**config.mk**
```make
export PLATFORM = sky130hd
export DESIGN_NAME = motor_sequencer_n
export DESIGN_NICKNAME = d
export VERILOG_FILES = /design/src/rtl/motor_seq_pkg.sv /design/src/rtl/btn_click_classifier.sv /design/src/rtl/motor_sequencer_n.sv
export SDC_FILE = /design/constraint.sdc
export NUM_CORES = 1
export LEC_CHECK = 0
export ABC_AREA = 1
export CAP_MARGIN = 10
export CORE_MARGIN = 2
export CORE_UTILIZATION = 30
export CTS_CLUSTER_DIAMETER = 40
export CTS_CLUSTER_SIZE = 16
export DETAILED_ROUTE_END_ITERATION = 10
export GPL_TIMING_DRIVEN = 0
export PLACE_DENSITY_LB_ADDON = 0.25
export SLEW_MARGIN = 20
export SYNTH_ARGS = -nofsm -noshare
export SYNTH_HDL_FRONTEND = slang
export SYNTH_HIERARCHICAL = 1
export SYNTH_SLANG_ARGS = --single-unit
export TNS_END_PERCENT = 20
```
**constraint.sdc**
```tcl
create_clock -name clk -period 3.3 [get_ports clk]
set_input_delay 0.33 -clock clk [delete_from_list [all_inputs] [get_ports clk]]
set_output_delay 0.33 -clock clk [all_outputs]
set_load 0.005 [all_outputs]
```
**src/rtl/motor_seq_pkg.sv**
```systemverilog
// Shared types and sizing helpers for the single-button N-motor rotation sequencer.
package motor_seq_pkg;

  typedef enum logic [1:0] {
    IDLE   = 2'd0,
    RUN    = 2'd1,
    DEAD   = 2'd2,
    PAUSED = 2'd3
  } state_t;

  localparam int unsigned DEF_F_CLK_HZ      = 25_000_000;
  localparam int unsigned DEF_N_MOTORS      = 4;
  localparam int unsigned DEF_DB_MS         = 5;
  localparam int unsigned DEF_LONG_PRESS_MS = 1000;
  localparam int unsigned DEF_NORMAL_SECS   = 30;
  localparam int unsigned DEF_TEST_SECS     = 3;
  localparam int unsigned DEF_DEAD_MS       = 100;

  localparam int unsigned MS_PER_S      = 1000;
  localparam int unsigned HB_HALF_MS    = 250;  // 2 Hz heartbeat
  localparam int unsigned BLINK_HALF_MS = 500;  // 1 Hz run blink

  // Bits needed to hold 0..max_val, never less than one.
  function automatic int unsigned width_of(input int unsigned max_val);
    return (max_val == 0) ? 1 : $clog2(max_val + 1);
  endfunction

  function automatic int unsigned idx_width(input int unsigned n);
    return (n > 1) ? $clog2(n) : 1;
  endfunction

  function automatic int unsigned max2(input int unsigned a, input int unsigned b);
    return (a > b) ? a : b;
  endfunction

endpackage

```
**src/rtl/btn_click_classifier.sv**
```systemverilog
// Single push-button front end: 2-FF synchroniser, polarity normalise, debounce,
// and classification into one-cycle short-click (on release) and long-press (at threshold) pulses.
module btn_click_classifier
  import motor_seq_pkg::*;
#(
  parameter bit          ACTIVE_LOW  = 1'b1,
  parameter int unsigned DB_CYCLES   = 5,
  parameter int unsigned LONG_CYCLES = 1000
) (
  input  logic clk,
  input  logic rst_n,
  input  logic i_btn,
  output logic o_click,
  output logic o_long
);

  localparam logic        IDLE_LVL = ACTIVE_LOW;
  localparam int unsigned DB_W     = width_of(DB_CYCLES);
  localparam int unsigned LONG_W   = width_of(LONG_CYCLES);
  localparam logic [DB_W-1:0]   DB_LAST   = DB_W'((DB_CYCLES > 0) ? DB_CYCLES - 1 : 0);
  localparam logic [LONG_W-1:0] LONG_LAST = LONG_W'((LONG_CYCLES > 0) ? LONG_CYCLES - 1 : 0);

  logic              r_sync1, r_sync2;
  logic              r_db;
  logic [DB_W-1:0]   r_db_cnt;
  logic [LONG_W-1:0] r_hold_cnt;
  logic              r_long_done;
  logic              r_click, r_long;
  logic              w_level;

  assign w_level = r_sync2 ^ ACTIVE_LOW;  // 1 = pressed

  // NOTE: every register here is state, so all updates are non-blocking and all of them are reset.
  always_ff @(posedge clk) begin
    if (!rst_n) begin
      r_sync1     <= IDLE_LVL;
      r_sync2     <= IDLE_LVL;
      r_db        <= 1'b0;
      r_db_cnt    <= '0;
      r_hold_cnt  <= '0;
      r_long_done <= 1'b0;
      r_click     <= 1'b0;
      r_long      <= 1'b0;
    end else begin
      r_sync1 <= i_btn;
      r_sync2 <= r_sync1;
      r_click <= 1'b0;
      r_long  <= 1'b0;

      if (w_level != r_db) begin
        if (r_db_cnt == DB_LAST) begin
          r_db     <= w_level;
          r_db_cnt <= '0;
          if (!w_level) begin
            r_click     <= !r_long_done;
            r_long_done <= 1'b0;
          end
        end else begin
          r_db_cnt <= r_db_cnt + DB_W'(1);
        end
      end else begin
        r_db_cnt <= '0;
      end

      // Hold time advances only while the raw level still agrees, so a long pulse
      // can never land in the same cycle as the release click.
      if (!r_db) begin
        r_hold_cnt <= '0;
      end else if (!r_long_done && w_level) begin
        if (r_hold_cnt == LONG_LAST) begin
          r_long      <= 1'b1;
          r_long_done <= 1'b1;
        end else begin
          r_hold_cnt <= r_hold_cnt + LONG_W'(1);
        end
      end
    end
  end

  assign o_click = r_click;
  assign o_long  = r_long;

endmodule

```
**src/rtl/motor_sequencer_n.sv**
```systemverilog
// N-channel motor rotation sequencer: one motor per slot in turn, break-before-make dead time,
// click to start/pause/resume, long press to abort. Outputs are registered.
module motor_sequencer_n
  import motor_seq_pkg::*;
#(
  parameter int unsigned F_CLK_HZ       = DEF_F_CLK_HZ,
  parameter int unsigned N_MOTORS       = DEF_N_MOTORS,
  parameter bit          BTN_ACTIVE_LOW = 1'b1,
  parameter int unsigned DB_MS          = DEF_DB_MS,
  parameter int unsigned LONG_PRESS_MS  = DEF_LONG_PRESS_MS,
  parameter int unsigned NORMAL_SECS    = DEF_NORMAL_SECS,
  parameter int unsigned TEST_SECS      = DEF_TEST_SECS,
  parameter int unsigned DEAD_MS        = DEF_DEAD_MS
) (
  input  logic                              clk,
  input  logic                              rst_n,
  input  logic                              btn_i,
  input  logic                              test_i,
  output logic [N_MOTORS-1:0]               motor_o,
  output logic [idx_width(N_MOTORS)-1:0]    active_idx_o,
  output logic                              running_o,
  output logic                              paused_o,
  output logic                              blink_o,
  output logic                              heartbeat_o
);

  localparam int unsigned CYC_PER_MS = F_CLK_HZ / MS_PER_S;
  localparam int unsigned PRE_W      = width_of(CYC_PER_MS - 1);
  localparam logic [PRE_W-1:0] PRE_LAST = PRE_W'(CYC_PER_MS - 1);

  localparam int unsigned NORMAL_MS = NORMAL_SECS * MS_PER_S;
  localparam int unsigned TEST_MS   = TEST_SECS * MS_PER_S;
  localparam int unsigned TMR_W     = width_of(max2(max2(NORMAL_MS, TEST_MS), DEAD_MS));
  localparam logic [TMR_W-1:0] NORMAL_LAST = TMR_W'(NORMAL_MS - 1);
  localparam logic [TMR_W-1:0] TEST_LAST   = TMR_W'(TEST_MS - 1);
  localparam logic [TMR_W-1:0] DEAD_LAST   = TMR_W'((DEAD_MS > 0) ? DEAD_MS - 1 : 0);

  localparam int unsigned IDX_W = idx_width(N_MOTORS);
  localparam logic [IDX_W-1:0] LAST_IDX = IDX_W'(N_MOTORS - 1);

  localparam int unsigned HB_W  = width_of(HB_HALF_MS - 1);
  localparam int unsigned BLK_W = width_of(BLINK_HALF_MS - 1);
  localparam logic [HB_W-1:0]  HB_LAST  = HB_W'(HB_HALF_MS - 1);
  localparam logic [BLK_W-1:0] BLK_LAST = BLK_W'(BLINK_HALF_MS - 1);

  logic                w_click, w_long, w_ms_tick;
  logic [PRE_W-1:0]    r_pre;
  logic                r_test_s1, r_test_s2;

  state_t              r_state, r_resume;
  logic [IDX_W-1:0]    r_idx;
  logic [TMR_W-1:0]    r_timer, r_slot_last;
  logic [N_MOTORS-1:0] r_motor;
  logic                r_running, r_paused;

  logic [HB_W-1:0]     r_hb_cnt;
  logic                r_hb;
  logic [BLK_W-1:0]    r_blk_cnt;
  logic                r_blk_ph, r_blink;

  logic [IDX_W-1:0]    w_idx_next;
  logic [N_MOTORS-1:0] w_motor_next, w_motor_cur;
  logic [TMR_W-1:0]    w_slot_last;

  btn_click_classifier #(
    .ACTIVE_LOW (BTN_ACTIVE_LOW),
    .DB_CYCLES  (DB_MS * CYC_PER_MS),
    .LONG_CYCLES(LONG_PRESS_MS * CYC_PER_MS)
  ) u_btn (
    .clk    (clk),
    .rst_n  (rst_n),
    .i_btn  (btn_i),
    .o_click(w_click),
    .o_long (w_long)
  );

  assign w_ms_tick    = (r_pre == PRE_LAST);
  assign w_idx_next   = (r_idx == LAST_IDX) ? '0 : r_idx + IDX_W'(1);
  assign w_motor_next = N_MOTORS'(1) << w_idx_next;
  assign w_motor_cur  = N_MOTORS'(1) << r_idx;
  assign w_slot_last  = r_test_s2 ? TEST_LAST : NORMAL_LAST;

  always_ff @(posedge clk) begin
    if (!rst_n) begin
      r_pre     <= '0;
      r_test_s1 <= 1'b0;
      r_test_s2 <= 1'b0;
    end else begin
      r_pre     <= w_ms_tick ? '0 : r_pre + PRE_W'(1);
      r_test_s1 <= test_i;
      r_test_s2 <= r_test_s1;
    end
  end

  // One timer serves both slot and dead phases; PAUSED simply stops it advancing.
  always_ff @(posedge clk) begin
    if (!rst_n) begin
      r_state     <= IDLE;
      r_resume    <= RUN;
      r_idx       <= '0;
      r_timer     <= '0;
      r_slot_last <= '0;
      r_motor     <= '0;
      r_running   <= 1'b0;
      r_paused    <= 1'b0;
    end else if (w_long) begin
      r_state   <= IDLE;
      r_idx     <= '0;
      r_timer   <= '0;
      r_motor   <= '0;
      r_running <= 1'b0;
      r_paused  <= 1'b0;
    end else begin
      unique case (r_state)
        IDLE: if (w_click) begin
          r_state     <= RUN;
          r_idx       <= '0;
          r_timer     <= '0;
          r_slot_last <= w_slot_last;
          r_motor     <= N_MOTORS'(1);
          r_running   <= 1'b1;
        end
        RUN: if (w_click) begin
          r_state   <= PAUSED;
          r_resume  <= RUN;
          r_motor   <= '0;
          r_running <= 1'b0;
          r_paused  <= 1'b1;
        end else if (w_ms_tick) begin
          if (r_timer == r_slot_last) begin
            r_timer <= '0;
            if (DEAD_MS == 0) begin
              r_idx       <= w_idx_next;
              r_slot_last <= w_slot_last;
              r_motor     <= w_motor_next;
            end else begin
              r_state <= DEAD;
              r_motor <= '0;
            end
          end else begin
            r_timer <= r_timer + TMR_W'(1);
          end
        end
        DEAD: if (w_click) begin
          r_state   <= PAUSED;
          r_resume  <= DEAD;
          r_running <= 1'b0;
          r_paused  <= 1'b1;
        end else if (w_ms_tick) begin
          if (r_timer == DEAD_LAST) begin
            r_state     <= RUN;
            r_idx       <= w_idx_next;
            r_timer     <= '0;
            r_slot_last <= w_slot_last;
            r_motor     <= w_motor_next;
          end else begin
            r_timer <= r_timer + TMR_W'(1);
          end
        end
        PAUSED: if (w_click) begin
          r_state   <= r_resume;
          r_running <= 1'b1;
          r_paused  <= 1'b0;
          if (r_resume == RUN) r_motor <= w_motor_cur;
        end
        default: r_state <= IDLE;
      endcase
    end
  end

  // Heartbeat is free-running; blink phase is held at 0 in IDLE and frozen while paused.
  always_ff @(posedge clk) begin
    if (!rst_n) begin
      r_hb_cnt  <= '0;
      r_hb      <= 1'b0;
      r_blk_cnt <= '0;
      r_blk_ph  <= 1'b0;
      r_blink   <= 1'b0;
    end else begin
      if (w_ms_tick) begin
        if (r_hb_cnt == HB_LAST) begin
          r_hb_cnt <= '0;
          r_hb     <= ~r_hb;
        end else begin
          r_hb_cnt <= r_hb_cnt + HB_W'(1);
        end
      end
      if (r_state == IDLE) begin
        r_blk_cnt <= '0;
        r_blk_ph  <= 1'b0;
      end else if (w_ms_tick && r_running) begin
        if (r_blk_cnt == BLK_LAST) begin
          r_blk_cnt <= '0;
          r_blk_ph  <= ~r_blk_ph;
        end else begin
          r_blk_cnt <= r_blk_cnt + BLK_W'(1);
        end
      end
      r_blink <= r_paused | (r_running & r_blk_ph);
    end
  end

  assign motor_o      = r_motor;
  assign active_idx_o = r_idx;
  assign running_o    = r_running;
  assign paused_o     = r_paused;
  assign blink_o      = r_blink;
  assign heartbeat_o  = r_hb;

endmodule

```
======== Word level (Yosys, flattened, before mapping) ========
Index checks and enable logic that the tools add are counted.
cells by class
  reductions and logical operators ........ 29
  bitwise operators ....................... 9
  shift-type cells ........................ 2
  add/subtract/negate cells ............... 7
  muxes and demuxes ....................... 54
  equality and inequality tests ........... 29
operators by type and width
  operator               count
  $mux 15                12
  $pmux 15 s3            1
  $mux 4                 9
  $add 15x1->15 const B  2
  $pmux 15 s2            1
  $mux 2                 14
  $add 25x1->25 const B  1
  $eq 25x25->1 const B   1
  $reduce_and 6->1       3
  $add 17x1->17 const B  1
  $eq 17x17->1 const B   1
  $pmux 4 s4             1
  $eq 15x15->1           1
  $eq 15x15->1 const B   1
  $eq 15x7->1 const B    1
  $ne 2x1->1 const B     6
  $ne 2x2->1 const B     6
  $ne 3x2->1 const B     4
  $reduce_and 2->1       6
  $reduce_or 2->1        5
  $add 9x1->9 const B    1
  $eq 9x9->1 const B     1
  $mux 1                 9
  $mux 9                 1
  24 further kinds       41
word-level totals
  output and inout bits ................... 10
  register bits after elaboration ......... 127
  input port bits ......................... 4
  word-level logic and storage cells ...... 154

======== Depth between registers and ports, before layout ========
  depth in word-level cells ............... 7
  mapped depth ............................ 13

======== Modules after synthesis ========
The synthesis kept the hierarchy.
modules (own cells, without submodules)
  module                cells each  area an instance (um2)  seq. area each (um2)  times used
  motor_sequencer_n     580         3,806.2                 1,341.3               1
  btn_click_classifier  415         2,633.8                 960.9                 1

======== Worst setup path before layout ========
No wires, ideal clock.
  path kind ............................... reg2reg
  start point ............................. register r_state[0]
  end point ............................... register r_timer[14]
  setup slack ............................. 1.478 ns
  period minus slack after synthesis ...... 1.822 ns
  cell stages (with the launch flop) ...... 11
  data arrival time ....................... 1.701 ns
  cells stage by stage .................... dfxtp_1 inv_1 ha_1 clkbuf_1 nand2_1 nand2_2 nor3b_4 nand2_4 buf_6 a21oi_4 nor2_1
between the ends
  longest elaborated chain between the ends .. 3
ends and longest elaborated chain
  element                                             RTL line                  RTL
  from (decl)                                         motor_sequencer_n.sv:50   state_t r_state, r_resume;
  from (signal assigned)                              motor_sequencer_n.sv:161  r_state <= r_resume;
  $eq 2x1->1, or another cell as far along            motor_sequencer_n.sv:114  unique case (r_state)
  $ne 2x2->1 (no line), or another cell as far along  --
  $reduce_and 6->1 (no line)                          --
  to (signal assigned)                                motor_sequencer_n.sv:141  r_timer <= r_timer + TMR_W'(1);
  to (signal assigned)                                motor_sequencer_n.sv:157  r_timer <= r_timer + TMR_W'(1);
  to (decl)                                           motor_sequencer_n.sv:52   logic [TMR_W-1:0] r_timer, r_slot_last;
Parallel ways exist; a longest one is shown, timed or not.
A chain may end at the register's enable or synchronous reset.

======== Final worst setup path ========
  start point ............................. register r_state[0]
  end point ............................... register r_timer[6]
Same word-level chain as after synthesis.

==> impl_metrics.env <==
export IMPL_r2r_slack_ns=1.11
export IMPL_grt_pass1_wl_um=25770
export IMPL_netlist_area_leader_share_pct=35.75
export IMPL_status="complete, no violations"
export IMPL_first_iter_violations=320
export IMPL_htree_levels=4
export IMPL_wl_per_cell_um=11.39
export IMPL_power_density_mw_per_mm2=482.6
export IMPL_holdWs_ns=0.4148
export IMPL_start_util_pct=30.64
export IMPL_diodes=0
export IMPL_worst_setup_path_start_kind="flip-flop"
export IMPL_cts_tree="yes"
export IMPL_final_antenna_net_count=0
export IMPL_grt_overflow=0
export IMPL_hold_path_endpoint="u_btn/r_sync2"
export IMPL_yosys_top_cells_area="dfxtp_1 (36%), nand2_1 (16%), nor2_1 (8.3%), inv_1 (7.3%), nand3_1 (6.5%)"
export IMPL_ioPinCount=14
export IMPL_peakVddDrop_mv=0.2441
export IMPL_rsz0062_at_grt="no"
export IMPL_post_synth_top_count_cell="nand2_1"
export IMPL_cts_made_buffers=17
export IMPL_fin_crit_ns=2.194
export IMPL_syn_to_final_growth_pct=15.89
export IMPL_die_y_um=150.5
export IMPL_via_count=5898
export IMPL_synth_ff_type="dfxtp_1"
export IMPL_clockRootBuffer="clkbuf_16"
export IMPL_ys_ff_latch=115
export IMPL_synth_edf_count=0
export IMPL_ys_seq_area_share_pct=35.75
export IMPL_drc=0
export IMPL_cts_resized=0
export IMPL_synthArstFlopShare_pct=0
export IMPL_worstRegToRegCells=10
export IMPL_ys_types=43
export IMPL_viasPerCell=4.489
export IMPL_finalCritPeriodShare_pct=66.48
export IMPL_postCtsSetupRepairBufs=0
export IMPL_routabilityCongestion=0.8798
export IMPL_cp_required_ns=3.59
export IMPL_p_int_mw=2.686
export IMPL_routed_wirelength_um=14970
export IMPL_grt_pass1_vias=5515
export IMPL_synth_warnings=6
export IMPL_seq_power_share_pct=40.4
export IMPL_grt_usage_pct=14.18
export IMPL_max_slew_margin_pct=67.83
export IMPL_path_max_fanout=10
export IMPL_drv_slew=0
export IMPL_arrival_ns=2.49
export IMPL_min_path_cells=1
export IMPL_multi_input_area_mm2=0.003553
export IMPL_layout_nets=1044
export IMPL_tightestPinTransition_ns=0.4826
export IMPL_path_clk_slew_ns=0.05
export IMPL_hold_buffers=0
export IMPL_pwr_share_clk_pct=47.9
export IMPL_yosys_area_top_type="dfxtp_1"
export IMPL_antenna_found_initial=0
export IMPL_syn_nets=1012
export IMPL_row_count=53
export IMPL_regArea_mm2=0.002302
export IMPL_fin_skew_ns=0.01426
export IMPL_firstDrtPassIters=5
export IMPL_syn_avg_cell_area_um2=6.472
export IMPL_fp_dieW_um=150.5
export IMPL_min_from="u_btn/r_sync1"
export IMPL_post_dp_hpwl_um=11060
export IMPL_power_switching_uw=916.0
export IMPL_syn_inst=995
export IMPL_cap_viol_max_count=0
export IMPL_syn_cell_area_mm2=0.006440
export IMPL_finalWorstSetupSlack_ns=1.106
export IMPL_fill_cells=2260
export IMPL_r2r_end="r_timer[6]"
export IMPL_worstSetupEndpointType="flip-flop"
export IMPL_finalSetupViolations=0
export IMPL_leakage_nw=2.737
export IMPL_insertion_delay_ns=0.42
export IMPL_yosys_top_cells_count="nand2_1 (281), nor2_1 (142), inv_1 (126), dfxtp_1 (115), nand3_1 (84)"
export IMPL_timing_rr_start="r_state[0]"
export IMPL_finalHoldViolations=0
export IMPL_combPwrFrac_pct=11.7
export IMPL_tns_ns=0
export IMPL_crit_type="reg2reg"
export IMPL_core_mm2=0.02102
export IMPL_portBuffers=13
export IMPL_p_sw_share_pct=25.43
export IMPL_dieArea_mm2=0.02265
export IMPL_clock_sinks=115
export IMPL_grt_max_degree=17
export IMPL_preCtsSetupSlack_ns=0.6850
export IMPL_clockBufferDepth=2
export IMPL_max_clock_freq_mhz=455.8
export IMPL_drive_gt1_share_pct=7.026
export IMPL_hold_class="reg2reg"
## cell families (layout without fill, tap and decap cells)
kind of cell	Yosys count	in the layout	synth area share (%)
fa+ha+maj	13	13	2.526
buf+inv	145	189	9.073
xor+xnor	26	26	3.536
compound gates	107	107	9.093
flops	115	115	35.75
simple gates	589	589	40.02
## cell usage in the layout (no fill, tap or decap), types with 6 or more instances in the layout
| cell | count |
|---|---|
| nand3_1 | 84 |
| xor2_1 | 17 |
| nand2_1 | 281 |
| nand4_1 | 23 |
| nor3_1 | 21 |
| inv_1 | 126 |
| o21ai_0 | 24 |
| clkbuf_1 | 8 |
| clkdlybuf4s50_1 | 13 |
| xnor2_1 | 9 |
| a21oi_1 | 69 |
| dfxtp_1 | 115 |
| ha_1 | 13 |
| nor2_1 | 142 |
| nor2_2 | 6 |
| clkbuf_16 | 17 |
## layout make-up
cell class                      count  share of cell area [%]
Multi-Input combinational cell    735                   47.61
Sequential cell                   115                   30.85
Clock buffer                       26                   6.689
Inverter                          131                   6.588
Tap cell                          275                   4.610
Timing Repair Buffer               13                   1.744
Buffer                             14                   1.241
Clock inverter                      5                  0.6706
## worst max path at each step
stage | start | to | cells past startpoint
2_1_floorplan | r_state[0] | r_timer[14] | 10
3_3_place_gp | rst_n | paused_o | 6
3_5_place_dp | rst_n | paused_o | 6
4_1_cts | rst_n | paused_o | 6
5_1_grt | rst_n | paused_o | 6
6_report | r_state[0] | r_timer[6] | 10
## layer usage
layer / global-route usage, % / up-vias / wire, um
met1: 18.21 / 2605 / 7505
met3: 3.424 / 11 / 355
met5: 0 / - / 0
met2: 23.43 / 58 / 6945
li1: - / 3224 / -
met4: 4.434 / 0 / 161
## per-stage QoR
stage | instances | instance area [um2] | power [mW] | util, %
floorplan | 995 | 6440 | 1.781 | -
global placement | 1283 | 6914 | 1.909 | 32.89
detailed placement | 1283 | 6914 | 1.908 | 32.89
CTS | 1314 | 7463 | 3.657 | 35.50
global route | 1314 | 7463 | 3.774 | 35.50
finish | 1314 | 7463 | 3.602 | 35.50
## critical path, stage by stage (launching register included)
cell and delay (ns):
dfxtp_1 0.39, inv_1 0.10, ha_1 0.20, clkbuf_1 0.20
nand2_1 0.13, nand2_2 0.07, nor3b_4 0.31, nand2_4 0.13
buf_6 0.18, a21oi_4 0.28, nor2_1 0.08
## power groups by stage
| stage | logic (mW) | clock network, mW | registers, mW |
|---|---|---|---|
| final | 0.421 | 1.72 | 1.46 |
| after global routing | 0.480 | 1.83 | 1.46 |
| after CTS | 0.424 | 1.78 | 1.46 |
| after detailed placement | 0.423 | 0 | 1.49 |
| after global placement | 0.424 | 0 | 1.49 |
| after floorplan | 0.300 | 0 | 1.48 |
## sequential cells by signal (all words and copies together), names as in the netlist, 2 cells and up
name	count
r_pre	15
active_idx_o	2
r_slot_last	3
motor_o	4
r_resume	2
r_state	2
u_btn/r_db_cnt	17
r_blk_cnt	9
u_btn/r_hold_cnt	25
r_hb_cnt	8
r_timer	15
(Power assumes the default switching activity.)
